<file path="config.mk">
export PLATFORM = sky130hd
export DESIGN_NAME = instr_cache
export DESIGN_NICKNAME = d
export VERILOG_FILES = /design/src/rtl/instr_cache.sv
export SDC_FILE = /design/constraint.sdc
export NUM_CORES = 1
export LEC_CHECK = 0
export BUFFER_PORTS_ARGS = -buffer_cell sky130_fd_sc_hd__buf_4
export CORE_UTILIZATION = 65
export DETAILED_ROUTE_END_ITERATION = 7
export PLACE_DENSITY_LB_ADDON = 0.08
export RECOVER_POWER = 25
export SKIP_CTS_REPAIR_TIMING = 1
export SLEW_MARGIN = 20
export SYNTH_ARGS = -nofsm -noshare
export SYNTH_HDL_FRONTEND = slang
export SYNTH_SLANG_ARGS = --single-unit
</file>
<file path="constraint.sdc">
create_clock -name CLK -period 14.2 [get_ports CLK]
set_input_delay 1.42 -clock CLK [delete_from_list [all_inputs] [get_ports CLK]]
set_output_delay 1.42 -clock CLK [all_outputs]
set_load 0.1 [all_outputs]
</file>
<file path="src/rtl/instr_cache.sv">
// Direct-mapped, read-only instruction cache between the CPU fetch port and a
// block-wide instruction memory; a miss stalls the CPU while one line is filled.
module instr_cache #(
    parameter int NUM_BLOCKS  = 8,
    parameter int BLOCK_WORDS = 4,
    parameter int ADDR_BITS   = 10,
    localparam int IDX_W      = $clog2(NUM_BLOCKS),
    localparam int OFF_W      = $clog2(BLOCK_WORDS),
    localparam int TAG_W      = ADDR_BITS - IDX_W - OFF_W - 2,
    localparam int BLK_ADDR_W = ADDR_BITS - OFF_W - 2,
    localparam int LINE_W     = 32 * BLOCK_WORDS
) (
    input  logic                  CLK,
    input  logic                  RESET,
    input  logic [31:0]           PC,
    output logic [31:0]           INSTRUCTION,
    output logic                  BUSYWAIT,
    output logic                  mem_read,
    output logic [BLK_ADDR_W-1:0] mem_address,
    input  logic [LINE_W-1:0]     mem_readdata,
    input  logic                  mem_busywait,
    output logic [1:0]            dbg_state
);

    typedef enum logic [1:0] {
        IDLE     = 2'd0,
        MEM_READ = 2'd1,
        UPDATE   = 2'd2
    } state_t;

    state_t state;
    state_t state_next;

    // Address split: | tag | index | word | byte |
    logic [TAG_W-1:0]      pc_tag;
    logic [IDX_W-1:0]      pc_index;
    logic [OFF_W-1:0]      pc_word;
    logic [BLK_ADDR_W-1:0] pc_block;
    logic                  unused_pc_bits;

    assign pc_tag         = PC[ADDR_BITS-1 -: TAG_W];
    assign pc_index       = PC[OFF_W+2 +: IDX_W];
    assign pc_word        = PC[2 +: OFF_W];
    assign pc_block       = PC[ADDR_BITS-1 -: BLK_ADDR_W];
    assign unused_pc_bits = ^{PC[31:ADDR_BITS], PC[1:0]};

    logic [NUM_BLOCKS-1:0] valid_q;
    logic [TAG_W-1:0]      tag_q  [NUM_BLOCKS];
    logic [LINE_W-1:0]     data_q [NUM_BLOCKS];

    logic                  hit;
    logic                  fill_en;
    logic                  busy_c;
    logic [LINE_W-1:0]     line_sel;
    logic [31:0]           line_words [BLOCK_WORDS];

    assign hit = valid_q[pc_index] && (tag_q[pc_index] == pc_tag);

    always_comb begin
        line_sel = data_q[pc_index];
        for (int w = 0; w < BLOCK_WORDS; w++) begin
            line_words[w] = line_sel[w*32 +: 32];
        end
    end

    always_ff @(posedge CLK) begin
        if (RESET) begin
            state <= IDLE;
        end else begin
            state <= state_next;
        end
    end

    // mem_read/mem_address come straight from the state, so a reset mid-fill
    // drops the request on the same edge that returns the FSM to IDLE.
    always_comb begin
        state_next  = state;
        busy_c      = 1'b0;
        mem_read    = 1'b0;
        mem_address = '0;
        fill_en     = 1'b0;
        case (state)
            IDLE: begin
                if (!hit) begin
                    busy_c     = 1'b1;
                    state_next = MEM_READ;
                end
            end
            MEM_READ: begin
                busy_c      = 1'b1;
                mem_read    = 1'b1;
                mem_address = pc_block;
                if (!mem_busywait) begin
                    fill_en    = 1'b1;
                    state_next = UPDATE;
                end
            end
            UPDATE: begin
                busy_c     = 1'b1;
                state_next = IDLE;
            end
            default: begin
                state_next = IDLE;
            end
        endcase
    end

    always_ff @(posedge CLK) begin
        if (RESET) begin
            valid_q <= '0;
        end else if (fill_en) begin
            valid_q[pc_index] <= 1'b1;
        end
    end

    // Tag and data need no reset: they are only observed through valid_q.
    always_ff @(posedge CLK) begin
        if (fill_en && !RESET) begin
            tag_q[pc_index]  <= pc_tag;
            data_q[pc_index] <= mem_readdata;
        end
    end

    assign BUSYWAIT    = RESET ? 1'b0 : busy_c;
    assign INSTRUCTION = RESET ? 32'd0 : line_words[pc_word];
    assign dbg_state   = state;

    a_read_implies_stall : assert property (
        @(posedge CLK) disable iff (RESET) mem_read |-> BUSYWAIT);

    a_update_to_idle : assert property (
        @(posedge CLK) disable iff (RESET) (state == UPDATE) |=> (state == IDLE));

endmodule

</file>
==> results of run 1 <==
-- Yosys cell counts (all sizes together) (3+ instances only) --
cell        n  area (sq um)
clkbuf     37           139
a21oi     151           759
mux2i      66           661
a21o        9          67.6
a22oi     186          1400
o21ai      26           130
nand2     136           510
a311o       8          80.1
a22o       59           517
o2bb2ai    10          87.6
nor2b       5          31.3
and3b       3          26.3
nor3b       3          38.8
nor3        3          25.0
o221ai     10          87.6
or3        11          68.8
ha          3          37.5
a2111oi     3          38.8
and2        8          50.1
a21boi      4          30.0
and3       12          75.1
o211ai     30           225
mux4       27           616
nand3      49           245
nor2       58           218
a222oi      9          90.1
edfxtp   1048         31500
nand4      53           332
a221oi     30           269
inv         6          22.5
buf       119           719
a211oi     12          90.1
dfxtp      10           200
o2111ai     9          78.8
mux2       63           717
-- state kept, by name, indices dropped and copies added (netlist names) --
register   cells
data_q      1024
tag_q         24
dbg_state      2
valid_q        8
-- power breakdown --
group | switching [mW] | internal (mW)
clock network | 1.11 | 1.43
logic | 0.302 | 0.110
registers | 0.00500 | 3.45
-- placed cells by master (no fill, tap or decap), types with 10 or more instances in the layout --
cell          n
a211oi_1     12
a21oi_1     150
a221oi_1     29
a22o_1       59
a22oi_1     186
buf_4       133
clkbuf_1    107
clkbuf_16   102
clkinv_1     21
clkinv_2     23
dfxtp_1      10
edfxtp_1   1048
mux2_2       60
mux2i_1      66
mux4_2       25
nand2_1     136
nand3_1      49
nand4_1      53
nor2_1       57
o211ai_1     30
o21ai_0      26
o221ai_1     10
o2bb2ai_1    10
or3_1        11
-- final timing paths --
check / slack (ps) / cells after the start / to
worst max-delay path: 6990 / 10 / INSTRUCTION[23]
worst min-delay path: 450 / 1 / valid_q[2]$_SDFFE_PP0P_
worst max register to register: 10220 / 5 / data_q[7][120]$_DFFE_PP_
worst min register to register: 450 / 1 / valid_q[2]$_SDFFE_PP0P_
-- through the flow --
stage	worst slack, ps	utilization [%]	cells	cell area (sq um)	hold WS (ps)
CTS	7020	74.5	3324	45300	447
floorplan	8180	-	2293	40300	421
finish	6990	74.0	3330	45000	446
detailed placement	7030	69.4	3142	42200	434
global route	6950	74.0	3329	45000	474
global placement	7020	69.4	3142	42200	428
-- routing by layer --
metal | vias to the layer above | global-route usage [%] | wire (um)
li1 | 9677 | - | -
met1 | 11700 | 46.1 | 39000
met2 | 1386 | 53.0 | 49800
met3 | 195 | 6.03 | 10800
met4 | 12 | 11.1 | 2980
met5 | - | 0 | 70
-- critical path, delay by kind of cell --
| family | cells | cell delay (ps) |
|---|---|---|
| AOI/OAI and AO/OA | 3 | 670 |
| and+or+nand+nor | 3 | 1380 |
| buffers and inverters | 4 | 2070 |
-- cells by family after synthesis --
kind of cell / after synthesis / share of synthesized area, %
DFF: 1058 / 78.6
AOI/OAI and AO/OA: 563 / 9.96
and+or+nand+nor: 347 / 4.14
buffers and inverters: 163 / 2.20
muxes: 156 / 4.95
xor gates and xnor gates: 3 / 0.0652
adders and majority gates: 3 / 0.0932
-- cell type report --
| cell class | count | area (sq um) |
|---|---|---|
| tap | 782 | 978 |
| clock inverter | 55 | 429 |
| timing repair buffer | 223 | 1410 |
| clock buffer | 127 | 2670 |
| fill | 3642 | 15800 |
| inverter | 7 | 26.3 |
| sequential | 1058 | 31700 |
| antenna | 6 | 15.0 |
| multi-input combinational | 1072 | 7820 |
==> impl_metrics.yaml, run 1 <==
placement:
  hpwl_mm: 52.2
  place.port_buffers: 180
  routabilityCongestion: 0.755
power_and_ir_drop:
  vdd_drop_max_mv: 0.171
  leakage_nw: 14.5
  powerDensity_nw_per_um2: 142
  power_mw: 6.41
sta:
  worstMarginPinSlew_ps: 1120
  relSlewSlack_pct: 25.0
  min_period_ps: 7210
  setup_viol: 0
  rsz0062_at_grt: "no"
  period_share_pct: 50.8
  hold_viol: 0
  fin_tns_setup_ps: 0
  fin_worst_skew_ps: 17.9
  fmax_ghz: 0.139
  maxSlewViolCount: 0
route:
  initialDrtViolationCount: 2710
  route.detailed.vias_per_inst: 6.90
  vias: 23000
  finalWirelength_mm: 103
  post-route-drc-count: 0
  wire_per_inst_um: 30.8
  antenna_left: 0
  drtPass1Iterations: 7
synthesis:
  ys.flop_type: "edfxtp_1"
  synth-edff-count: 1048
  netlist_area_sq_um: 40300
  synthArstFlopShare_pct: 0
  syn-num-nets: 2459
  ys_ff_latch: 1058
  syn_inst: 2293
  ys_seq_area_share_pct: 78.6
  synth_cell_types: 59
  avgSynthCellArea_sq_um: 17.6
  ys_warn_count: 0
setup_path:
  end_kind: "output port"
  startpoint: "PC[5]"
  r2r_start: "dbg_state[1]$_SDFFE_PP0P_"
  start_kind: "input pin"
  crit_required_ps: 12780
  path_cells: "buf_8, buf_12, and3b_4, buf_4, a22oi_1, nand4_1, a21oi_1, or3_1, a21oi_1, buf_4"
  critPathKind: "in -> out"
  crit_slowest_cell: "and3b_4"
  max_stage_delay_ps: 840
  cp_max_fo: 86
  critPathArrivalTime_ps: 5790
clock_tree:
  numCtsBuffers: 100
  cts_max_level: 3
  cts-root-buf: "clkbuf_16"
  clk_latency_ps: 650
  path_clk_slew_ps: 60
  clkSinkCount: 1058
  cts_tree: "built"
  clock_path_buffers: 3
layout:
  drive_above_1_share_pct: 15.3
  nNetsFinal: 2628
  syn_to_final_growth_pct: 11.7
floorplanning:
  placementRows: 90
  core_area_sq_um: 60800
  start_util_pct: 66.3
  die_h_um: 251
  die_area_sq_um: 63000
  io_pins: 205
  die_x_um: 251
global_routing:
  grt_max_degree: 123
  grt-ovfl-total: 0
  first_global_vias: 23000
  track_usage_pct: 32.9
  grt_pass1_wl_mm: 149
  antenna_found_initial: 13
run:
  drv_cap: 0
min_path:
  hold_path.class: "reg -> reg"
  hold_start: "valid_q[2]$_SDFFE_PP0P_"
outcome:
  status: "completed"
Power figures use the tool's default switching activity.
==> run 2, diff against run 1 <==
Settings changed: CORE_UTILIZATION 65 to 55.
Clock period 14.2 ns to 6.3 ns, I/O delays scaled along.
==> impl_metrics.yaml, run 2 (same netlist as run 1, synthesis figures left out) <==
power_and_ir_drop:
  swShare_pct: 22.0
  powerDensity_nw_per_um2: 323
  power_frac_clock_pct: 40.9
  sequentialPowerShare_pct: 52.7
  leakage_nw: 14.7
  power_mw: 14.8
  p_int_mw: 11.5
  p_sw_mw: 3.26
  vdd_drop_max_mv: 0.272
  combPwrFrac_pct: 6.4
route:
  antenna_left: 0
  route.detailed.vias_per_inst: 6.46
  initialDrtViolationCount: 2555
  vias: 22800
  wire_per_inst_um: 30.4
  drtPass1Iterations: 6
  finalWirelength_mm: 107
  post-route-drc-count: 0
placement:
  placed_cells: 3331
  place_worst_setup_slack_ps: 1740
  hpwl_mm: 56.9
  routabilityCongestion: 0.773
  place.port_buffers: 180
clock_tree:
  clkSinkCount: 1058
  numCtsBuffers: 106
  clk_latency_ps: 670
  cts_max_level: 3
  path_clk_slew_ps: 60
  cts-root-buf: "clkbuf_16"
  clock_path_buffers: 3
  cts_tree: "built"
setup_path:
  crit_top_cell: "buf_4"
  path_cells: "buf_8, buf_4, nor3b_2, buf_12, a22oi_1, o211ai_1, a211oi_1, a311o_1, a21oi_1, buf_4"
  crit_slowest_cell: "buf_4"
  reg2reg_depth: 4
  start_kind: "input pin"
  crit_required_ps: 5670
  critPathKind: "in -> out"
  max_stage_delay_ps: 730
  end_kind: "output port"
  cp_max_fo: 64
  critPathArrivalTime_ps: 4010
sta:
  setup_viol: 0
  min_period_ps: 4640
  hold_viol: 0
  setup_ws_ps: 1660
  rsz0062_at_grt: "no"
  fmax_ghz: 0.216
  relSlewSlack_pct: 27.8
  period_share_pct: 73.6
  hold_ws_ps: 209
  fin_tns_setup_ps: 0
  fin_worst_skew_ps: 16.1
  maxSlewViolCount: 0
  worstMarginPinSlew_ps: 1080
layout:
  syn_to_final_growth_pct: 13.4
  drive_above_1_share_pct: 15.8
  multiInputGateArea_sq_um: 7820
  fin_cells: 3534
  final_cell_mix: "edfxtp_1, a22oi_1, a21oi_1"
  largest_reg_flops: 1024
  seq_area_sq_um: 31700
  fill_cells: 5136
  regMostFlops: "data_q"
  nNetsFinal: 2655
  layout_commonest_cell: "edfxtp_1"
  reg_top3: "data_q: 1024 flops, tag_q: 24 flops, valid_q: 8 flops"
floorplanning:
  start_util_pct: 56.0
  core_area_sq_um: 72000
  io_pins: 205
  die_area_sq_um: 74300
  die_x_um: 273
  placementRows: 98
  die_h_um: 273
global_routing:
  track_usage_pct: 29.0
  grt_max_degree: 82
  grt-ovfl-total: 0
  first_global_vias: 22900
  grt_pass1_wl_mm: 155
  antenna_found_initial: 21
min_path:
  min_path_cells: 1
  hold_path.class: "in -> reg"
run:
  drv_cap: 0
outcome:
  status: "completed"
==> run 2: changes by cell type in the layout (fill, tap and decap cells not counted), moves of 3 or more <==
cell / delta
buf_12: +10
buf_4: +4
bufinv_16: +3
clkbuf_1: +15
clkbuf_16: +5
clkinv_1: -4
clkinv_2: -6
diode_2: +9
==> run 2: path summary, 6_finish.rpt <==
path	to	slack (ps)	startpoint
setup / recovery	INSTRUCTION[25]	1660	PC[5]
hold / removal	data_q[7][107]$_DFFE_PP_	210	mem_readdata[107]
setup reg to reg	data_q[1][27]$_DFFE_PP_	3340	dbg_state[1]$_SDFFE_PP0P_
hold reg to reg	valid_q[7]$_SDFFE_PP0P_	450	valid_q[7]$_SDFFE_PP0P_
==> run 2: critical path: cells and delay by family <==
kind / cells / cell delay, ps
AO/OA/AOI/OAI: 5 / 1300
buffers and inverters: 4 / 1750
AND/OR/NAND/NOR: 1 / 130
==> run 2: through the flow <==
step | util, % | area (sq um)
2_1_floorplan | - | 40300
3_3_place_gp | 59.3 | 42700
3_5_place_dp | 59.3 | 42700
4_1_cts | 63.9 | 46000
5_1_grt | 63.5 | 45700
6_report | 63.5 | 45700
==> run 2: cell type report <==
class	count	share of cell area [%]
Antenna cell	15	0.0821
Multi-Input combinational cell	1072	17.1
Sequential cell	1058	69.3
Clock buffer	139	6.14
Inverter	7	0.0575
Timing Repair Buffer	244	3.65
Clock inverter	49	1.07
Tap cell	950	2.60
==> run 2: power by group through the flow <==
stage | clock (mW) | sequential, mW | combinational, mW
final | 6.04 | 7.79 | 0.946
after global routing | 6.36 | 7.79 | 0.997
after CTS | 6.10 | 7.79 | 0.969
after detailed placement | 0 | 7.94 | 0.967
after global placement | 0 | 7.94 | 0.949
after floorplan | 0 | 7.96 | 0.561
==> run 2: layer usage <==
layer	up-vias	wire length, um	global-route usage [%]
met5	-	118	0
met2	1006	52400	46.6
met3	179	9220	6.63
met4	18	2720	9.25
met1	11900	42900	39.5
li1	9752	-	-
